**config.mk**
```make
export PLATFORM = sky130hd
export DESIGN_NAME = alu_slice_sequencer_flat
export DESIGN_NICKNAME = d
export VERILOG_FILES = /design/src/rtl/alu_slice_sequencer_pkg.sv /design/src/rtl/alu_slice_sequencer_if.sv /design/src/rtl/alu_slice_sequencer.sv /design/src/flat_wrapper.sv
export SDC_FILE = /design/constraint.sdc
export NUM_CORES = 1
export LEC_CHECK = 0
export ABC_AREA = 1
export CAP_MARGIN = 25
export CELL_PAD_IN_SITES_DETAIL_PLACEMENT = 1
export CELL_PAD_IN_SITES_GLOBAL_PLACEMENT = 1
export CORE_MARGIN = 10
export CORE_UTILIZATION = 36
export CTS_CLUSTER_DIAMETER = 100
export DETAILED_ROUTE_END_ITERATION = 12
export GPL_TIMING_DRIVEN = 0
export PLACE_DENSITY_LB_ADDON = 0.08
export SYNTH_ARGS = -nofsm -noshare
export SYNTH_HDL_FRONTEND = slang
export SYNTH_SLANG_ARGS = --single-unit
```
**constraint.sdc**
```tcl
create_clock -name clk -period 3.25 [get_ports clk]
set_input_delay 0.4875 -clock clk [delete_from_list [all_inputs] [get_ports clk]]
set_output_delay 0.4875 -clock clk [all_outputs]
set_load 0.02 [all_outputs]
```
**src/rtl/alu_slice_sequencer_pkg.sv**
```systemverilog
// Shared types and constants for the multi-slice ALU operand sequencer.
package alu_seq_pkg;

  localparam int unsigned SLICE_W = 16;

  typedef enum logic [1:0] {
    IDLE = 2'd0,
    RUN  = 2'd1,
    DONE = 2'd2
  } state_e;

  // ALU select codes; XOR and PASS_A are only meaningful with mode = 1
  localparam logic [3:0] SEL_ADD    = 4'b1001;
  localparam logic [3:0] SEL_SUB    = 4'b0110;
  localparam logic [3:0] SEL_XOR    = 4'b0110;
  localparam logic [3:0] SEL_PASS_A = 4'b1111;

  // Operation control latched at accept and replayed on every slice
  typedef struct packed {
    logic [3:0] select;
    logic       mode;
  } alu_ctrl_t;

endpackage

```
**src/rtl/alu_slice_sequencer_if.sv**
```systemverilog
// Request/response channels between the control path and the sequencer.
interface alu_slice_sequencer_if
  import alu_seq_pkg::*;
#(
  parameter int unsigned SLICES = 4
);
  localparam int unsigned W = SLICE_W * SLICES;

  logic         req_valid;
  logic         req_ready;
  logic [W-1:0] req_a;
  logic [W-1:0] req_b;
  logic [3:0]   req_select;
  logic         req_mode;
  logic         req_carry;

  logic         rsp_valid;
  logic         rsp_ready;
  logic [W-1:0] rsp_result;
  logic         rsp_carry;
  logic         rsp_zero;

  // Sequencer side
  modport slave (
    input  req_valid, req_a, req_b, req_select, req_mode, req_carry, rsp_ready,
    output req_ready, rsp_valid, rsp_result, rsp_carry, rsp_zero
  );

  // Requesting/consuming side
  modport master (
    output req_valid, req_a, req_b, req_select, req_mode, req_carry, rsp_ready,
    input  req_ready, rsp_valid, rsp_result, rsp_carry, rsp_zero
  );

endinterface

```
**src/rtl/alu_slice_sequencer.sv**
```systemverilog
// Issues one wide operation to a 16-bit combinational ALU, one slice per
// cycle LSB first, chaining carry/borrow, and returns the assembled result.
module alu_slice_sequencer
  import alu_seq_pkg::*;
#(
  parameter int unsigned SLICES = 4
) (
  input  logic                 clk,
  input  logic                 rst,
  alu_slice_sequencer_if.slave bus,
  output logic [SLICE_W-1:0]   alu_a,
  output logic [SLICE_W-1:0]   alu_b,
  output logic [3:0]           alu_select,
  output logic                 alu_mode,
  output logic                 alu_carry_in,
  input  logic [SLICE_W-1:0]   alu_result,
  input  logic                 alu_carry_out
);

  localparam int unsigned W     = SLICE_W * SLICES;
  localparam int unsigned IDX_W = $clog2(SLICES);
  localparam logic [IDX_W-1:0] LAST_IDX = IDX_W'(SLICES - 1);

  state_e           state;
  state_e           state_nxt;
  logic [IDX_W-1:0] idx;
  logic             carry;
  logic [W-1:0]     result;
  logic [W-1:0]     a_q;
  logic [W-1:0]     b_q;
  alu_ctrl_t        ctrl_q;
  logic             accept_c;

  assign accept_c = bus.req_valid && bus.req_ready;

  // State register
  always_ff @(posedge clk) begin
    if (rst) state <= IDLE;
    else     state <= state_nxt;
  end

  // Next-state logic
  always_comb begin
    state_nxt = state;
    case (state)
      IDLE:    if (accept_c) state_nxt = RUN;
      RUN:     if (idx == LAST_IDX) state_nxt = DONE;
      DONE:    if (bus.rsp_ready) state_nxt = IDLE;
      default: state_nxt = IDLE;
    endcase
  end

  // Operand latch, slice index, running carry and result assembly
  always_ff @(posedge clk) begin
    if (rst) begin
      idx    <= '0;
      carry  <= 1'b0;
      result <= '0;
      a_q    <= '0;
      b_q    <= '0;
      ctrl_q <= '0;
    end else begin
      case (state)
        IDLE: begin
          if (accept_c) begin
            a_q           <= bus.req_a;
            b_q           <= bus.req_b;
            ctrl_q.select <= bus.req_select;
            ctrl_q.mode   <= bus.req_mode;
            // logic mode never consumes a carry
            carry         <= bus.req_carry & ~bus.req_mode;
            result        <= '0;
            idx           <= '0;
          end
        end
        RUN: begin
          result[SLICE_W*idx +: SLICE_W] <= alu_result;
          carry <= ctrl_q.mode ? 1'b0 : alu_carry_out;
          if (idx != LAST_IDX) idx <= idx + 1'b1;
        end
        default: ;
      endcase
    end
  end

  // Output decode: handshakes from state, ALU drive only while running
  always_comb begin
    bus.req_ready  = 1'b0;
    bus.rsp_valid  = 1'b0;
    bus.rsp_result = result;
    bus.rsp_carry  = carry;
    bus.rsp_zero   = (result == '0);
    alu_a          = '0;
    alu_b          = '0;
    alu_select     = '0;
    alu_mode       = 1'b0;
    alu_carry_in   = 1'b0;
    case (state)
      IDLE: bus.req_ready = ~rst;
      RUN: begin
        alu_a        = a_q[SLICE_W*idx +: SLICE_W];
        alu_b        = b_q[SLICE_W*idx +: SLICE_W];
        alu_select   = ctrl_q.select;
        alu_mode     = ctrl_q.mode;
        alu_carry_in = carry;
      end
      DONE: bus.rsp_valid = 1'b1;
      default: ;
    endcase
  end

endmodule

```
**src/flat_wrapper.sv**
```systemverilog
// flat-port wrapper written by rule: the top's interface ports become plain ports
module alu_slice_sequencer_flat import alu_seq_pkg::*;
#(
  parameter int unsigned SLICES = 4
)
  (clk, rst, alu_a, alu_b, alu_select, alu_mode, alu_carry_in, alu_result, alu_carry_out, bus_req_valid, bus_req_a, bus_req_b, bus_req_select, bus_req_mode, bus_req_carry, bus_rsp_ready, bus_req_ready, bus_rsp_valid, bus_rsp_result, bus_rsp_carry, bus_rsp_zero);
  alu_slice_sequencer_if #(.SLICES(SLICES)) bus_i ();
  input  logic clk;
  input  logic rst;
  output logic [SLICE_W-1:0] alu_a;
  output logic [SLICE_W-1:0] alu_b;
  output logic [3:0] alu_select;
  output logic alu_mode;
  output logic alu_carry_in;
  input  logic [SLICE_W-1:0] alu_result;
  input  logic alu_carry_out;
  input wire logic [$bits(bus_i.req_valid)-1:0] bus_req_valid;
  input wire logic [$bits(bus_i.req_a)-1:0] bus_req_a;
  input wire logic [$bits(bus_i.req_b)-1:0] bus_req_b;
  input wire logic [$bits(bus_i.req_select)-1:0] bus_req_select;
  input wire logic [$bits(bus_i.req_mode)-1:0] bus_req_mode;
  input wire logic [$bits(bus_i.req_carry)-1:0] bus_req_carry;
  input wire logic [$bits(bus_i.rsp_ready)-1:0] bus_rsp_ready;
  output wire logic [$bits(bus_i.req_ready)-1:0] bus_req_ready;
  output wire logic [$bits(bus_i.rsp_valid)-1:0] bus_rsp_valid;
  output wire logic [$bits(bus_i.rsp_result)-1:0] bus_rsp_result;
  output wire logic [$bits(bus_i.rsp_carry)-1:0] bus_rsp_carry;
  output wire logic [$bits(bus_i.rsp_zero)-1:0] bus_rsp_zero;
  assign bus_i.req_valid = bus_req_valid;
  assign bus_i.req_a = bus_req_a;
  assign bus_i.req_b = bus_req_b;
  assign bus_i.req_select = bus_req_select;
  assign bus_i.req_mode = bus_req_mode;
  assign bus_i.req_carry = bus_req_carry;
  assign bus_i.rsp_ready = bus_rsp_ready;
  assign bus_req_ready = bus_i.req_ready;
  assign bus_rsp_valid = bus_i.rsp_valid;
  assign bus_rsp_result = bus_i.rsp_result;
  assign bus_rsp_carry = bus_i.rsp_carry;
  assign bus_rsp_zero = bus_i.rsp_zero;
  alu_slice_sequencer #(.SLICES(SLICES)) u_core (.clk(clk), .rst(rst), .bus(bus_i), .alu_a(alu_a), .alu_b(alu_b), .alu_select(alu_select), .alu_mode(alu_mode), .alu_carry_in(alu_carry_in), .alu_result(alu_result), .alu_carry_out(alu_carry_out));
endmodule
```
==> results of run 1 <==
## cell usage in the layout, fill, tap and decap left out, types with 6 or more instances in the layout
cell and count:
a21oi_1 283, nand2_1 281, clkdlybuf4s50_1 242, dfxtp_1 201, o21ai_0 138, inv_1 111, nor2_1 65, clkbuf_1 40
buf_2 34, clkbuf_16 25, nand4_1 19, dlymetal6s2s_1 18, a21oi_2 10, inv_2 8, clkbuf_2 7, buf_6 6
ha_1 6
## per-layer routing
metal	share of wire	vias up	global-route usage	wire [um]
met5	0.00088	-	0	32
met1	0.42	4481	0.262	15200
met4	0.018	6	0.0511	665
met3	0.067	49	0.0560	2460
met2	0.50	241	0.403	18100
li1	-	4592	-	-
## final cells by class
type                    count  area share
multi-input cells         820       0.305
clock inverters             7     0.00692
flip-flops and latches    202       0.319
plain buffers              89      0.0352
clock buffers              35      0.0555
inverters                 121      0.0364
well taps                 324      0.0320
repair buffers            260       0.209
diodes                      3    0.000593
## state kept, by name, summed over array words and instances, names as in the netlist
name,cells
u_core.ctrl_q,5
u_core.idx,2
u_core.a_q,64
u_core.bus.rsp_result,64
u_core.state,2
u_core.b_q,64
u_core.bus.rsp_carry,1
## critical path, delay by kind of cell (launching register included)
family	cells	cell delay (ns)
DFF	1	0.37
AOI/OAI and AO/OA	2	0.47
buffers and inverters	3	1.35
## metrics by stage
stage	setup slack, ns	area [um2]	utilization	power, mW
floorplan	1.17	8800	-	3.31
global placement	0.406	11800	0.488	3.83
detailed placement	0.405	11800	0.488	3.86
CTS	0.0110	12600	0.521	6.56
global route	0.0112	12700	0.523	6.81
finish	0.0698	12700	0.524	6.51
## worst max-delay path by stage
stage,startpoint,endpoint,depth (start not counted)
final,u_core.idx[0],alu_a[0],5
after global routing,u_core.idx[1],alu_a[9],7
after CTS,u_core.idx[1],alu_b[4],7
after floorplan,u_core.idx[1],u_core.bus.rsp_result[10],8
after detailed placement,u_core.idx[1],alu_b[6],7
after global placement,u_core.idx[1],alu_b[6],7
## where the power goes
part           internal, mW  total [mW]  switching (mW)  leakage (nW)
clock                  1.65        2.69            1.04         0.388
combinational         0.449        1.16           0.712          2.94
sequential             2.60        2.66          0.0549          1.65
total                  4.70        6.51            1.81          4.98
## repair_timing
item / 4_1_cts / 5_1_grt
gates cloned: 0 / 0
gates resized for setup: 6 / 22
pin swaps: 0 / 0
setup endpoints to repair: 13 / 29
## cells in the mapped netlist
master    count  share of area
a21oi_1     283           0.16
a21oi_2      10          0.010
and2_0        1        0.00071
and2_1        2         0.0014
buf_1         7         0.0030
buf_2        33          0.019
buf_4         3         0.0026
buf_6         6         0.0077
clkbuf_1     38          0.016
clkbuf_2      2         0.0011
clkinv_2      1        0.00057
dfxtp_1     202           0.46
ha_1          6         0.0085
inv_1       111          0.047
inv_2         8         0.0034
inv_6         1         0.0010
nand2_1     281           0.12
nand2_2       1        0.00071
nand2_4       4         0.0051
nand3_1       2         0.0011
nand3_2       1         0.0011
nand4_1      19          0.014
nor2_1       65          0.028
nor2_4        2         0.0026
nor2_8        2         0.0046
nor3_1        2         0.0011
o211a_1       1         0.0011
o21ai_0     138          0.078
## cells by family after synthesis
group,after synthesis,share of synthesized area
compound gates,432,0.251
simple gates,382,0.180
buf+inv,210,0.102
flops,202,0.460
fa+ha+maj,6,0.00853
==> metrics.yaml, run 1 <==
run_status:
  outcome: "completed"
power_and_ir_drop:
  power_density_mw_per_mm2: 514
  leakagePower_nw: 4.98
  irDropWorstVdd_uv: 290
place:
  gp_congestion: 0.874
  hpwlAfterDp_um: 28200
  portBuffers: 260
  dp.cells: 1816
finish:
  nNetsFinal: 1679
  finalNonFillerCells: 1861
  area_growth_pct: 43.9
  layout-drive-gt1-share: 0.0769
  regArea_mm2: 0.00405
  multi_input_area_mm2: 0.00386
  nFillCells: 3027
timing:
  grt_setup_unrepaired: "no"
  final_hold_viol_count: 0
  fin_skew_ns: 0.0111
  finalCritPeriodShare: 0.979
  fmax_mhz: 314
  report.final.slew_viol_count: 0
  worst_slew_pin_slew_ns: 0.757
  max_slew_margin: 0.496
  period_minus_slack_ns: 3.18
  fin_setup_tns_ns: 0
  finalSetupViolations: 0
  fin_hold_ws_ns: 0.453
clock_network:
  cts_hold_buf: 0
  clk_pin_slew_ns: 0.06
  clkSinkCount: 202
  clk_latency_ns: 0.51
  root_buffer: "clkbuf_16"
  cts_buffer_depth: 3
  post_cts_buffers: 0
  cts_tree: "yes"
  numCtsBuffers: 24
  h-tree-depth: 1
routing:
  drt_iter0_markers: 471
  drtAntennaViolNets: 0
  drc: 0
  detail_route.first_pass.iterations: 5
  drt-total-wl_um: 36500
  via_count: 9369
  wire_per_inst_um: 19.6
  viasPerCell: 5.03
synth:
  ys_types: 28
  synth-seq-cells: 202
  syn_inst: 1232
  yosysSeqAreaShare: 0.460
  syn_area_mm2: 0.00880
  synth_nets: 1393
  yosysWarnings: 0
  syn_avg_cell_area_um2: 7.14
worst_setup_path:
  r2r_slack_ns: 0.71
  end_kind: "primary output"
  crit_type: "reg2out"
  crit_chain: "inv_2 -> clkbuf_1 -> o21ai_0 -> a21oi_1 -> clkdlybuf4s50_1"
  worstPathArrival_ns: 2.69
  crit_fanout: 10
  cp.required_ns: 2.76
  critPathLaunchType: "flop"
  reg2reg_depth: 8
  r2r_start: "u_core.idx[1]"
  slowest_stage: "clkdlybuf4s50_1"
  rr_endpoint: "u_core.bus.rsp_result[8]"
  slowest_delay_ns: 0.67
hold_path:
  hold_class: "reg2reg"
  hold_depth: 2
  worstHoldStart: "u_core.b_q[20]"
  hold_end: "u_core.b_q[20]"
global_routing:
  grt_pass1_vias: 10000
  grt_first_pass_wirelength_um: 55500
  overflow: 0
  grt_use_total: 0.224
  grt_max_degree: 13
  antenna_found_initial: 6
floorplan:
  die_y_um: 176
  dieArea_mm2: 0.0311
  die_w_um: 176
  ioPinCount: 261
  start_util: 0.364
  row_count: 57
  core_area_mm2: 0.0242
flow_run:
  cap_violations: 0
Note: power is estimated with default switching activity, not from simulation.
==> inputs of run 2 (changes only) <==
- CORE_UTILIZATION: 36 -> 37
- CTS_BUF_LIST: not set -> sky130_fd_sc_hd__clkbuf_4
==> metrics.yaml, run 2 (synthesis results as in run 1) <==
run_status:
  outcome: "completed"
timing:
  max_slew_margin: 0.499  # +0.00377
  report.final.slew_viol_count: 0  # unchanged
  finalCritPeriodShare: 0.975  # -0.00394
  finalSetupViolations: 0  # unchanged
  fin_setup_tns_ns: 0  # unchanged
  final_hold_viol_count: 0  # unchanged
  layout_setup_ws_ns: 0.0826  # +0.0128 ns
  fmax_mhz: 316  # +0.40%
  grt_setup_unrepaired: "no"
  period_minus_slack_ns: 3.17  # -0.0128 ns
  worst_slew_pin_slew_ns: 0.751  # -0.00565 ns
  fin_skew_ns: 0.0407  # +0.0296 ns
floorplan:
  dieArea_mm2: 0.0303  # -2.4%
  row_count: 56  # -1.8%
  die_w_um: 174  # -1.2%
  start_util: 0.376  # +0.0120
  ioPinCount: 261  # unchanged
  core_area_mm2: 0.0234  # -3.2%
  die_y_um: 174  # -1.2%
hold_path:
  hold_class: "in2reg"
worst_setup_path:
  slowest_delay_ns: 0.39  # -0.28 ns
  setup.worst_path.start: "u_core.idx[1]"
  rr_endpoint: "u_core.bus.rsp_result[8]"
  crit_type: "reg2out"
  crit_chain: "clkbuf_4 -> inv_1 -> buf_2 -> a21oi_1 -> o21ai_0 -> a21oi_1 -> dlygate4sd2_1"
  worstSetupEndpoint: "alu_b[8]"
  critPathLaunchType: "flop"
  slowest_stage: "dfxtp_1"
  crit_fanout: 12  # +2
  critPathTopFamily: "buffers and inverters"
  r2r_slack_ns: 0.62  # -0.09 ns
  cpMostUsedCell: "a21oi_1"
  end_kind: "primary output"
  cp_num_buf_inv: 4  # +1
  path_depth: 7  # +2
  cp.required_ns: 2.76  # about the same
  worstPathArrival_ns: 2.68  # about the same
  reg2reg_depth: 7  # -1
  r2r_start: "u_core.idx[0]"
finish:
  nNetsFinal: 1710  # +1.8%
  layout-drive-gt1-share: 0.106  # +0.0292
  mostFrequentLayoutCell: "a21oi_1"
  area_growth_pct: 41.9
  mostFrequentLayoutCells: "a21oi_1 (283), nand2_1 (281), clkdlybuf4s50_1 (229), dfxtp_1 (201), o21ai_0 (138)"
global_routing:
  grt_max_degree: 14  # +1
  grt_first_pass_wirelength_um: 55400  # -0.26%
  antenna_found_initial: 6  # unchanged
  overflow: 0  # unchanged
  grt_use_total: 0.229  # +0.00446
  grt_pass1_vias: 10100  # +0.98%
clock_network:
  clkSinkCount: 202  # unchanged
  root_buffer: "clkbuf_4"
  cts_buffer_depth: 3  # unchanged
  clk_pin_slew_ns: 0.07  # about the same
  h-tree-depth: 2  # +1
  cts_hold_buf: 0  # unchanged
  numCtsBuffers: 55  # +130%
  clk_latency_ns: 0.70  # +0.19 ns
  cts_tree: "yes"
routing:
  drt_iter0_markers: 585  # +24%
  detail_route.first_pass.iterations: 5  # unchanged
  drc: 0  # unchanged
  drt-total-wl_um: 36200  # -0.86%
  viasPerCell: 4.95  # -1.7%
  wire_per_inst_um: 18.9  # -3.7%
  drtAntennaViolNets: 0  # unchanged
  via_count: 9474  # +1.1%
power_and_ir_drop:
  p_int_mw: 4.23  # -10%
  power_frac_comb: 0.188  # +0.010
  power.total_mw: 6.09  # -6.4%
  irDropWorstVdd_uv: 228  # -22%
  clkPwrFrac: 0.376  # -0.038
  power_density_mw_per_mm2: 488  # -5.1%
  leakagePower_nw: 4.82  # -3.2%
  p_sw_mw: 1.87  # +3.3%
  swShare: 0.307  # +0.0286
  sequentialPowerShare: 0.436  # +0.028
place:
  gp_congestion: 0.823  # -5.9%
  hpwlAfterDp_um: 28000  # -0.84%
  pre_cts_slack_ns: 0.356  # -0.0491 ns
  portBuffers: 260  # unchanged
flow_run:
  cap_violations: 0  # unchanged
-- run 2: area by class of cell --
class | count | area [um2]
diodes | 4 | 10.0
plain buffers | 89 | 450
clock buffers | 85 | 638
clock inverters | 15 | 58.8
fillers | 3076 | 10900
inverters | 121 | 460
multi-input cells | 820 | 3860
flip-flops and latches | 202 | 4050
well taps | 319 | 399
repair buffers | 260 | 2560
-- run 2: per-layer routing --
metal | global-route usage | share of wire | vias up
met1 | 0.263 | 0.42 | 4453
li1 | - | - | 4680
met5 | 0 | 0.00075 | -
met3 | 0.0607 | 0.062 | 59
met4 | 0.0830 | 0.027 | 4
met2 | 0.398 | 0.49 | 278
-- run 2: worst min-delay path by stage --
stage	cells after the start	start	to	slack (ns)
6_report	3	bus_req_b[57]	u_core.b_q[57]	0.34
5_1_grt	3	bus_req_a[63]	u_core.a_q[63]	0.31
4_1_cts	3	bus_req_b[57]	u_core.b_q[57]	0.31
3_5_place_dp	2	u_core.b_q[27]	u_core.b_q[27]	0.45
3_3_place_gp	2	u_core.b_q[18]	u_core.b_q[18]	0.44
2_1_floorplan	2	u_core.b_q[16]	u_core.b_q[16]	0.43
-- run 2: worst min-delay path, delay by kind of cell --
kind	cells	cell delay, ns
simple gates	1	0.06
compound gates	1	0.05
buf+inv	1	0.39
-- run 2: stage by stage --
stage               utilization  std cells  area (um2)  hold slack (ns)
floorplan                     -       1232        8800            0.429
global placement          0.504       1811       11800            0.439
detailed placement        0.504       1811       11800            0.447
CTS                       0.533       1911       12500            0.305
global route              0.533       1914       12500            0.310
finish                    0.534       1915       12500            0.338
-- run 2: power by group through the flow --
| stage | registers (mW) | clock network, mW | logic [mW] |
|---|---|---|---|
| floorplan | 2.71 | 0 | 0.603 |
| global placement | 2.71 | 0 | 1.12 |
| detailed placement | 2.71 | 0 | 1.15 |
| CTS | 2.66 | 2.33 | 1.15 |
| global route | 2.67 | 2.50 | 1.25 |
| finish | 2.66 | 2.29 | 1.15 |
-- run 2: timing repair --
action                                  4_1_cts  5_1_grt
setup buffers                                 0        0
cloned                                        0        0
resized for setup                            41        2
endpoints found under the setup margin       32        8
pin swaps                                     0        0
